### src/rtl/bus_sequencer_pkg.sv
// Shared constants for the basic-computer bus sequencer.
// Bus-select codes, ALU op encodings, opcodes and the HLT word.
package bus_sequencer_pkg;

  typedef enum logic [2:0] {
    BUS_NONE = 3'd0,
    BUS_AR   = 3'd1,
    BUS_PC   = 3'd2,
    BUS_DR   = 3'd3,
    BUS_AC   = 3'd4,
    BUS_IR   = 3'd5,
    BUS_TR   = 3'd6,
    BUS_MEM  = 3'd7
  } bus_sel_e;

  typedef enum logic [1:0] {
    ALU_AND  = 2'd0,
    ALU_ADD  = 2'd1,
    ALU_PASS = 2'd2
  } alu_op_e;

  localparam logic [2:0] OP_AND = 3'd0;
  localparam logic [2:0] OP_ADD = 3'd1;
  localparam logic [2:0] OP_LDA = 3'd2;
  localparam logic [2:0] OP_STA = 3'd3;
  localparam logic [2:0] OP_BUN = 3'd4;
  localparam logic [2:0] OP_BSA = 3'd5;
  localparam logic [2:0] OP_ISZ = 3'd6;
  localparam logic [2:0] OP_REG = 3'd7;

  localparam logic [15:0] HLT_WORD = 16'h7001;

endpackage

### src/rtl/bus_sequencer_seq_timer.sv
// Sequence counter with clear/increment and one-hot T-state decode.
// Reset returns the counter to T0.
module seq_timer #(
  parameter int SC_W = 4
) (
  input  logic                 clk,
  input  logic                 rst_n,
  input  logic                 clr_i,
  input  logic                 inc_i,
  output logic [SC_W-1:0]      sc_o,
  output logic [(1<<SC_W)-1:0] t_o
);

  localparam int NT = 1 << SC_W;

  logic [SC_W-1:0] sc_q, sc_d;

  // Clear wins over increment; otherwise hold.
  always_comb begin
    sc_d = sc_q;
    if (clr_i) begin
      sc_d = '0;
    end else if (inc_i) begin
      sc_d = sc_q + 1'b1;
    end
  end

  // Counter register.
  always_ff @(posedge clk or negedge rst_n) begin
    if (!rst_n) begin
      sc_q <= '0;
    end else begin
      sc_q <= sc_d;
    end
  end

  assign sc_o = sc_q;
  assign t_o  = NT'(1) << sc_q;

endmodule

### src/rtl/bus_sequencer.sv
// Timing/control sequencer for the 16-bit common-bus basic computer.
// Optional interrupt cycle: define BUS_SEQUENCER_INTR_EN.
module bus_sequencer
  import bus_sequencer_pkg::*;
#(
  parameter int WIDTH = 16,
  parameter int SC_W  = 4
) (
  input  logic             clk,
  input  logic             rst_n,
  input  logic             start,
  input  logic [WIDTH-1:0] ir,
  input  logic             dr_zero,
  input  logic             intr_req,
  output logic [2:0]       bus_sel,
  output logic             ar_ld,
  output logic             ar_inc,
  output logic             ar_clr,
  output logic             pc_ld,
  output logic             pc_inc,
  output logic             pc_clr,
  output logic             dr_ld,
  output logic             dr_inc,
  output logic             ir_ld,
  output logic             tr_ld,
  output logic             ac_ld,
  output logic [1:0]       alu_op,
  output logic             mem_wr,
  output logic             rr_exec,
  output logic             ien_clr,
  output logic             running,
  output logic [SC_W-1:0]  sc
);

  localparam int NT = 1 << SC_W;

  logic          running_q, running_d;
  logic [2:0]    d_q, d_d;
  logic          i_q, i_d;
  logic          sc_clr, sc_inc;
  logic [NT-1:0] t;
  logic          intr_cyc;

`ifdef BUS_SEQUENCER_INTR_EN
  logic r_q, r_d;
  assign intr_cyc = r_q;
`else
  logic intr_req_unused;
  assign intr_req_unused = intr_req;
  assign intr_cyc = 1'b0;
`endif

  seq_timer #(.SC_W(SC_W)) u_timer (
    .clk   (clk),
    .rst_n (rst_n),
    .clr_i (sc_clr),
    .inc_i (sc_inc),
    .sc_o  (sc),
    .t_o   (t)
  );

  // Strobe decode and next-state for run flag, opcode and R.
  always_comb begin
    bus_sel   = BUS_NONE;
    ar_ld     = 1'b0;
    ar_inc    = 1'b0;
    ar_clr    = 1'b0;
    pc_ld     = 1'b0;
    pc_inc    = 1'b0;
    pc_clr    = 1'b0;
    dr_ld     = 1'b0;
    dr_inc    = 1'b0;
    ir_ld     = 1'b0;
    tr_ld     = 1'b0;
    ac_ld     = 1'b0;
    alu_op    = ALU_AND;
    mem_wr    = 1'b0;
    rr_exec   = 1'b0;
    ien_clr   = 1'b0;
    sc_clr    = 1'b0;
    running_d = running_q;
    d_d       = d_q;
    i_d       = i_q;
`ifdef BUS_SEQUENCER_INTR_EN
    r_d       = r_q;
`endif
    if (!running_q) begin
      if (start) begin
        running_d = 1'b1;
      end
    end else if (intr_cyc) begin
      unique case (1'b1)
        t[0]: begin
          bus_sel = BUS_PC;
          tr_ld   = 1'b1;
          ar_clr  = 1'b1;
        end
        t[1]: begin
          bus_sel = BUS_TR;
          mem_wr  = 1'b1;
          pc_clr  = 1'b1;
        end
        t[2]: begin
          pc_inc  = 1'b1;
          ien_clr = 1'b1;
          sc_clr  = 1'b1;
`ifdef BUS_SEQUENCER_INTR_EN
          r_d     = 1'b0;
`endif
        end
        default: sc_clr = 1'b1;
      endcase
    end else begin
      unique case (1'b1)
        t[0]: begin
          bus_sel = BUS_PC;
          ar_ld   = 1'b1;
        end
        t[1]: begin
          bus_sel = BUS_MEM;
          ir_ld   = 1'b1;
          pc_inc  = 1'b1;
        end
        t[2]: begin
          bus_sel = BUS_IR;
          ar_ld   = 1'b1;
          d_d     = ir[WIDTH-2 -: 3];
          i_d     = ir[WIDTH-1];
        end
        t[3]: begin
          if (d_q == OP_REG) begin
            sc_clr = 1'b1;
            if (ir == WIDTH'(HLT_WORD)) begin
              running_d = 1'b0;
            end else begin
              rr_exec = 1'b1;
            end
          end else if (i_q) begin
            bus_sel = BUS_MEM;
            ar_ld   = 1'b1;
          end
        end
        t[4]: begin
          case (d_q)
            OP_AND, OP_ADD, OP_LDA, OP_ISZ: begin
              bus_sel = BUS_MEM;
              dr_ld   = 1'b1;
            end
            OP_STA: begin
              bus_sel = BUS_AC;
              mem_wr  = 1'b1;
              sc_clr  = 1'b1;
            end
            OP_BUN: begin
              bus_sel = BUS_AR;
              pc_ld   = 1'b1;
              sc_clr  = 1'b1;
            end
            OP_BSA: begin
              bus_sel = BUS_PC;
              mem_wr  = 1'b1;
              ar_inc  = 1'b1;
            end
            default: sc_clr = 1'b1;
          endcase
        end
        t[5]: begin
          case (d_q)
            OP_AND, OP_ADD, OP_LDA: begin
              ac_ld  = 1'b1;
              sc_clr = 1'b1;
              alu_op = (d_q == OP_AND) ? ALU_AND :
                       (d_q == OP_ADD) ? ALU_ADD : ALU_PASS;
            end
            OP_BSA: begin
              bus_sel = BUS_AR;
              pc_ld   = 1'b1;
              sc_clr  = 1'b1;
            end
            OP_ISZ: dr_inc = 1'b1;
            default: sc_clr = 1'b1;
          endcase
        end
        t[6]: begin
          // T6 always ends the instruction so SC never passes 6.
          sc_clr = 1'b1;
          if (d_q == OP_ISZ) begin
            bus_sel = BUS_DR;
            mem_wr  = 1'b1;
            pc_inc  = dr_zero;
          end
        end
        default: sc_clr = 1'b1;
      endcase
    end
`ifdef BUS_SEQUENCER_INTR_EN
    // Enter the interrupt cycle whenever an instruction ends.
    if (running_q && running_d && sc_clr && !r_q && intr_req) begin
      r_d = 1'b1;
    end
`endif
  end

  assign sc_inc  = running_q & ~sc_clr;
  assign running = running_q;

  // Run flag and latched opcode/indirect bits.
  always_ff @(posedge clk or negedge rst_n) begin
    if (!rst_n) begin
      running_q <= 1'b0;
      d_q       <= 3'd0;
      i_q       <= 1'b0;
    end else begin
      running_q <= running_d;
      d_q       <= d_d;
      i_q       <= i_d;
    end
  end

`ifdef BUS_SEQUENCER_INTR_EN
  // Interrupt-cycle flag.
  always_ff @(posedge clk or negedge rst_n) begin
    if (!rst_n) begin
      r_q <= 1'b0;
    end else begin
      r_q <= r_d;
    end
  end
`endif

endmodule

### config.mk
export PLATFORM = sky130hd
export DESIGN_NAME = bus_sequencer
export DESIGN_NICKNAME = d
export VERILOG_FILES = /design/src/rtl/bus_sequencer_pkg.sv /design/src/rtl/bus_sequencer_seq_timer.sv /design/src/rtl/bus_sequencer.sv
export SDC_FILE = /design/constraint.sdc
export NUM_CORES = 1
export LEC_CHECK = 0
export CAP_MARGIN = 20
export CELL_PAD_IN_SITES_DETAIL_PLACEMENT = 1
export CELL_PAD_IN_SITES_GLOBAL_PLACEMENT = 1
export CORE_ASPECT_RATIO = 1.2
export CORE_UTILIZATION = 27
export DETAILED_ROUTE_END_ITERATION = 12
export PLACE_DENSITY_LB_ADDON = 0.1
export SLEW_MARGIN = 25
export SYNTH_ARGS = -nofsm -noshare
export SYNTH_HDL_FRONTEND = slang
export SYNTH_SLANG_ARGS = --single-unit
### constraint.sdc
create_clock -name clk -period 1.9 [get_ports clk]
set_input_delay 0.38 -clock clk [delete_from_list [all_inputs] [get_ports clk]]
set_output_delay 0.38 -clock clk [all_outputs]
set_load 0.005 [all_outputs]
# [After elaboration in Yosys (flattened, before gate mapping)]
# Cells that the tools add are included.
[word_totals] word_cells=79 ff_bits=9 out_inout_bits=24 in_bits=21
[op_classes] bitwise=2 n_reduce_logical=9 addsub=1 mux=54 n_eq_ne=8 shifts=1
[ops] operator="two-way mux 1 bit" n=36
[ops] operator="one-hot mux 3 bit (7 select lines)" n=1
[ops] operator="== test 16 x 15 -> 1 bit, second input constant" n=1
[ops] operator="== test 3 bit, second input constant" n=4
[ops] operator="two-way mux 2 bit" n=6
[ops] operator="one-hot mux 3 bit (4 select lines)" n=1
[ops] operator="two-way mux 3 bit" n=3
[ops] operator="two-way mux 4 bit" n=2
[ops] operator="one-hot mux 1 bit (2 select lines)" n=4
[ops] operator="left shift 1 x 4 -> 7 bit, first input constant" n=1
[ops] operator="== test 3 x 2 -> 1 bit, second input constant" n=2
[ops] operator="OR reduction 3 bit" n=2
[ops] operator="OR reduction 5 bit" n=1
[ops] operator="adder 4 x 1 -> 4 bit, second input constant" n=1
[ops] operator="one-hot mux 1 bit (4 select lines)" n=1
[ops] operator="OR reduction 2 bit" n=2
[ops] operator="OR reduction 4 bit" n=1
[ops] operator="== test 3 x 1 -> 1 bit, second input constant" n=1
[ops] operator="zero test 3 bit" n=1
[ops] operator="AND reduction 2 bit" n=1
[ops] operator="nonzero test 2 bit" n=1
[ops] operator="AND 1 bit" n=1
[ops] operator="NOT 1 bit" n=1

# [Longest topological paths before layout]
[logic_depth] depth_word=9 mapped_depth=6 mapped_depth_nobuf=6

# [Modules after synthesis]
# Synthesis repeated with hierarchy kept, for this count alone.
[unflattened] hier_cells=122 area_unflattened_um2=1028.5
[by_module_without_submodules] mod="bus_sequencer" area_each_um2=650.6 seq_area_each_um2=125.1 cells_per_inst=79 n_inst=1
[by_module_without_submodules] mod="seq_timer" area_each_um2=377.9 seq_area_each_um2=100.1 cells_per_inst=43 n_inst=1

# [Worst setup path before layout]
# No wires, ideal clock.
[synth_path] kind="register -> output" from="reg u_timer.sc_q[0] (netlist: u_timer.sc_o[0])" to="out bus_sel[1]" t_required_ps=1520 arrival_time_ps=1450 path_stages_with_launch=6 path_slack_ps=70 n_path_buf=0 cell_sequence="dfrtp_1 -> inv_1 -> ha_1 -> or4b_4 -> o311ai_1 -> o21a_1"
[synth_between] elab_chain_len=3
[synth_lines] item="start: declaration" line_no="bus_sequencer_seq_timer.sv:16" rtl="logic [SC_W-1:0] sc_q, sc_d;"
[synth_lines] item="start signal: assignment" line_no="bus_sequencer_seq_timer.sv:31" rtl="sc_q <= '0;"
[synth_lines] item="start signal: assignment" line_no="bus_sequencer_seq_timer.sv:33" rtl="sc_q <= sc_d;"
[synth_lines] item="left shift 1 x 4 -> 7 bit" line_no="bus_sequencer_seq_timer.sv:38" rtl="assign t_o = NT'(1) << sc_q;"
[synth_lines] item="one-hot mux 3 bit (7 select lines)" line_no="bus_sequencer.sv:114" rtl="unique case (1'b1)"
[synth_lines] item="two-way mux 3 bit" line_no="bus_sequencer.sv:87" rtl="if (!running_q) begin"
[synth_lines] item="end: declaration" line_no="bus_sequencer.sv:15" rtl="output logic [2:0] bus_sel,"
# No other way between the ends.

# [Worst setup path in the final report]
# Ends and elaborated chain as after synthesis.

==> results.ini <==
[status]
status = finished, violations left
failed_checks = setup timing

[power]
share_clk_of_total_power = 0.049
intPower_mw = 1.670
p_sw_frac = 0.4304
seq_power_share = 0.134
leakagePower_nw = 0.8466
p_sw_mw = 1.262
vdd_drop_max_mv = 1.022
pwr-share-comb = 0.817
power_density_nw_per_um2 = 1533

[critical_path]
crit_path_start_kind = register
path_class = reg -> out
end_kind = primary output
rrSetupSlack_ns = 0.05
path_max_fanout = 4
crit_arrival_ns = 1.90
cp.required_ns = 1.52

[floorplan]
dieArea_um2 = 3472
start_util = 0.2837
ios = 45
fp-row-count = 22
die_h_um = 64.35
dieWidth_um = 53.96
core_um2 = 3083

[global_route]
grt_first_pass_wirelength_um = 6044
grt_max_degree = 21
grt_pass1_vias = 1229
grt_overflow = 0
grtUsageMet3 = 0.02143
grt_busiest_layer = met2
grtUsageMet1 = 0.2439
antenna_found_initial = 0
grtUsageTotal = 0.2473
grt_use_met2 = 0.4707

[sta]
drv_slew = 0
rsz0062_at_grt = yes
post-route-period-util = 1.200
max_freq_mhz = 438.5
finalSetupViolCount = 14
skew_ns = 0.005951
finalHoldViolations = 0
fin_ws_ns = -0.3807
period_minus_slack_ns = 2.281

[placed_design]
hpwl_um = 2449
postPlaceCellArea_um2 = 1519
io_buffer_count = 39
place_inst = 209
dp_slack_ns = -0.4198
place.gp.congestion = 0.8041

[cells_and_area]
drive_above_1_share = 0.5846
final_cells = 231
synthToLayoutAreaGrowth_pct = 118.7
final_util = 0.6205
n_antenna_cell = 0
final_area_um2 = 1913
fillCellCount = 361
final_nets = 222

[clock_network]
worstSkewPairLatency_ns = 0.25
clockBufferDepth = 2
cts_inserted_buffers = 3
root_buffer = clkbuf_4
tritoncts = done
clkTransAtPathRegs_ns = 0.06
htreeDepth = 1
cts_sinks = 9

[yosys]
synth_warnings = 0
ys_ff_latch = 9
syn_inst = 106
yosysTopAreaCell = dfrtp_1
synth.distinct_cells = 42
synth_top_cell_area_share = 0.2575
dominantRegCellSynth = dfrtp_1
ys_top_cells_by_area = dfrtp_1 26%, ha_1 7.2%, nand3_1 5.7%
syn_area_um2 = 874.6
syn_avg_cell_area_um2 = 8.251
seq_area_frac_synth = 0.2575
ys_async_sr_fraction = 1.000
synth_edf_count = 0

[detailed_routing]
drc = 0
wl_per_cell_um = 18.89
wl_um = 4363
drt-initial-drc-count = 16
firstDrtPassIters = 4
viasPerCell = 5.208
antenna_left = 0
vias = 1203

[run]
drv_cap = 0

[worst_hold_path]
holdCritPathClass = in -> async

-- worst max-delay path, cell delays in order, from the launching register on --
cell	delay, ns
dfrtp_2	0.44
inv_2	0.09
ha_4	0.13
or4b_4	0.47
buf_6	0.15
o311ai_4	0.08
o21a_1	0.17
buf_2	0.11
-- sequential cells by signal, summed over array words and instances (netlist names) --
name	count
running	1
d_q	3
i_q	1
u_timer.sc_o	4
-- cell usage after synthesis (2+ instances only) --
master / count
a21oi_1: 4
nor3_1: 2
dfrtp_1: 9
clkbuf_1: 2
nor2_1: 9
ha_1: 5
nor3b_1: 2
o21ai_0: 4
o22ai_1: 3
o21a_1: 2
nand2b_1: 2
nand2_1: 6
nand4_1: 4
nor2b_1: 2
nand3_1: 10
nor4b_1: 2
buf_4: 5
and3_1: 3
a21boi_0: 2
inv_1: 3
mux2_2: 4
-- layout make-up --
| class | count | area [um^2] | share of cell area |
|---|---|---|---|
| inverters | 4 | 17.52 | 0.009156 |
| well taps | 36 | 45.04 | 0.02354 |
| clock buffers | 4 | 26.28 | 0.01373 |
| flip-flops and latches | 9 | 227.7 | 0.1190 |
| repair buffers | 91 | 775.7 | 0.4055 |
| multi-input cells | 87 | 820.8 | 0.4290 |
-- final timing paths --
check / cells after the start / startpoint / endpoint
max in group asynchronous: 1 / rst_n / u_timer.sc_o[0]
max reg2reg: 9 / u_timer.sc_o[0] / u_timer.sc_o[3]
max: 7 / u_timer.sc_o[0] / bus_sel[1]
min reg2reg: 1 / i_q / i_q
min in group clk: 1 / i_q / i_q
min: 1 / rst_n / i_q
-- logic make-up (layout without fill, tap and decap cells) --
group	Yosys count	after routing	synth area share
buf+inv	13	99	0.08298
xor+xnor	1	1	0.01002
mux	4	4	0.05150
other cells	1	4	0.004288
compound gates	20	20	0.1502
flops	9	9	0.2575
simple gates	53	53	0.3720
fa+ha+maj	5	5	0.07153
-- per-layer routing --
metal | vias to the layer above | share of wire
met2 | 40 | 0.56
met3 | 16 | 0.033
met4 | 0 | 0.049
li1 | 559 | -
met1 | 588 | 0.36
met5 | - | 0
-- placed cells by master, fill, tap and decap left out, types with 2 or more instances in the layout --
cell	instances
o21a_1	2
buf_4	35
nand4_1	4
buf_6	18
nor2_1	5
clkbuf_4	3
o21ai_1	3
nand3_1	6
mux2_2	4
conb_1	4
o22ai_1	3
nor2_4	2
nand2_4	2
nor2_2	2
a21oi_1	3
nand3_4	3
inv_2	2
buf_2	14
and3_4	2
clkdlybuf4s50_1	24
nand2b_1	2
a21boi_2	2
nand2_1	3
dfrtp_2	2
ha_4	5
dfrtp_1	7
-- power groups by stage --
stage / Sequential [mW] / Clock [mW] / Combinational, mW
after global routing: 0.403 / 0.161 / 2.54
after floorplan: 0.345 / 0 / 0.763
final: 0.392 / 0.144 / 2.40
after global placement: 0.344 / 0 / 1.61
after detailed placement: 0.355 / 0 / 1.65
after CTS: 0.382 / 0.149 / 1.98
-- metrics by stage --
step / setup TNS [ns] / power, mW / hold WS [ns]
global route: -3.741 / 3.106 / 0.4570
global placement: -4.131 / 1.951 / 0.4920
floorplan: 0 / 1.108 / 0.08441
finish: -2.750 / 2.932 / 0.4371
detailed placement: -4.618 / 2.006 / 0.5076
CTS: -2.241 / 2.512 / 0.4335
-- repair_timing --
action                                  in CTS  in global routing
resized for setup                          108                 24
pin swaps                                   18                 11
buffers inserted                            11                 10
cloned                                       0                  0
endpoints found under the setup margin      15                 17
hold buffers                                 0                  0
Note: power is estimated with default switching activity, not from simulation.
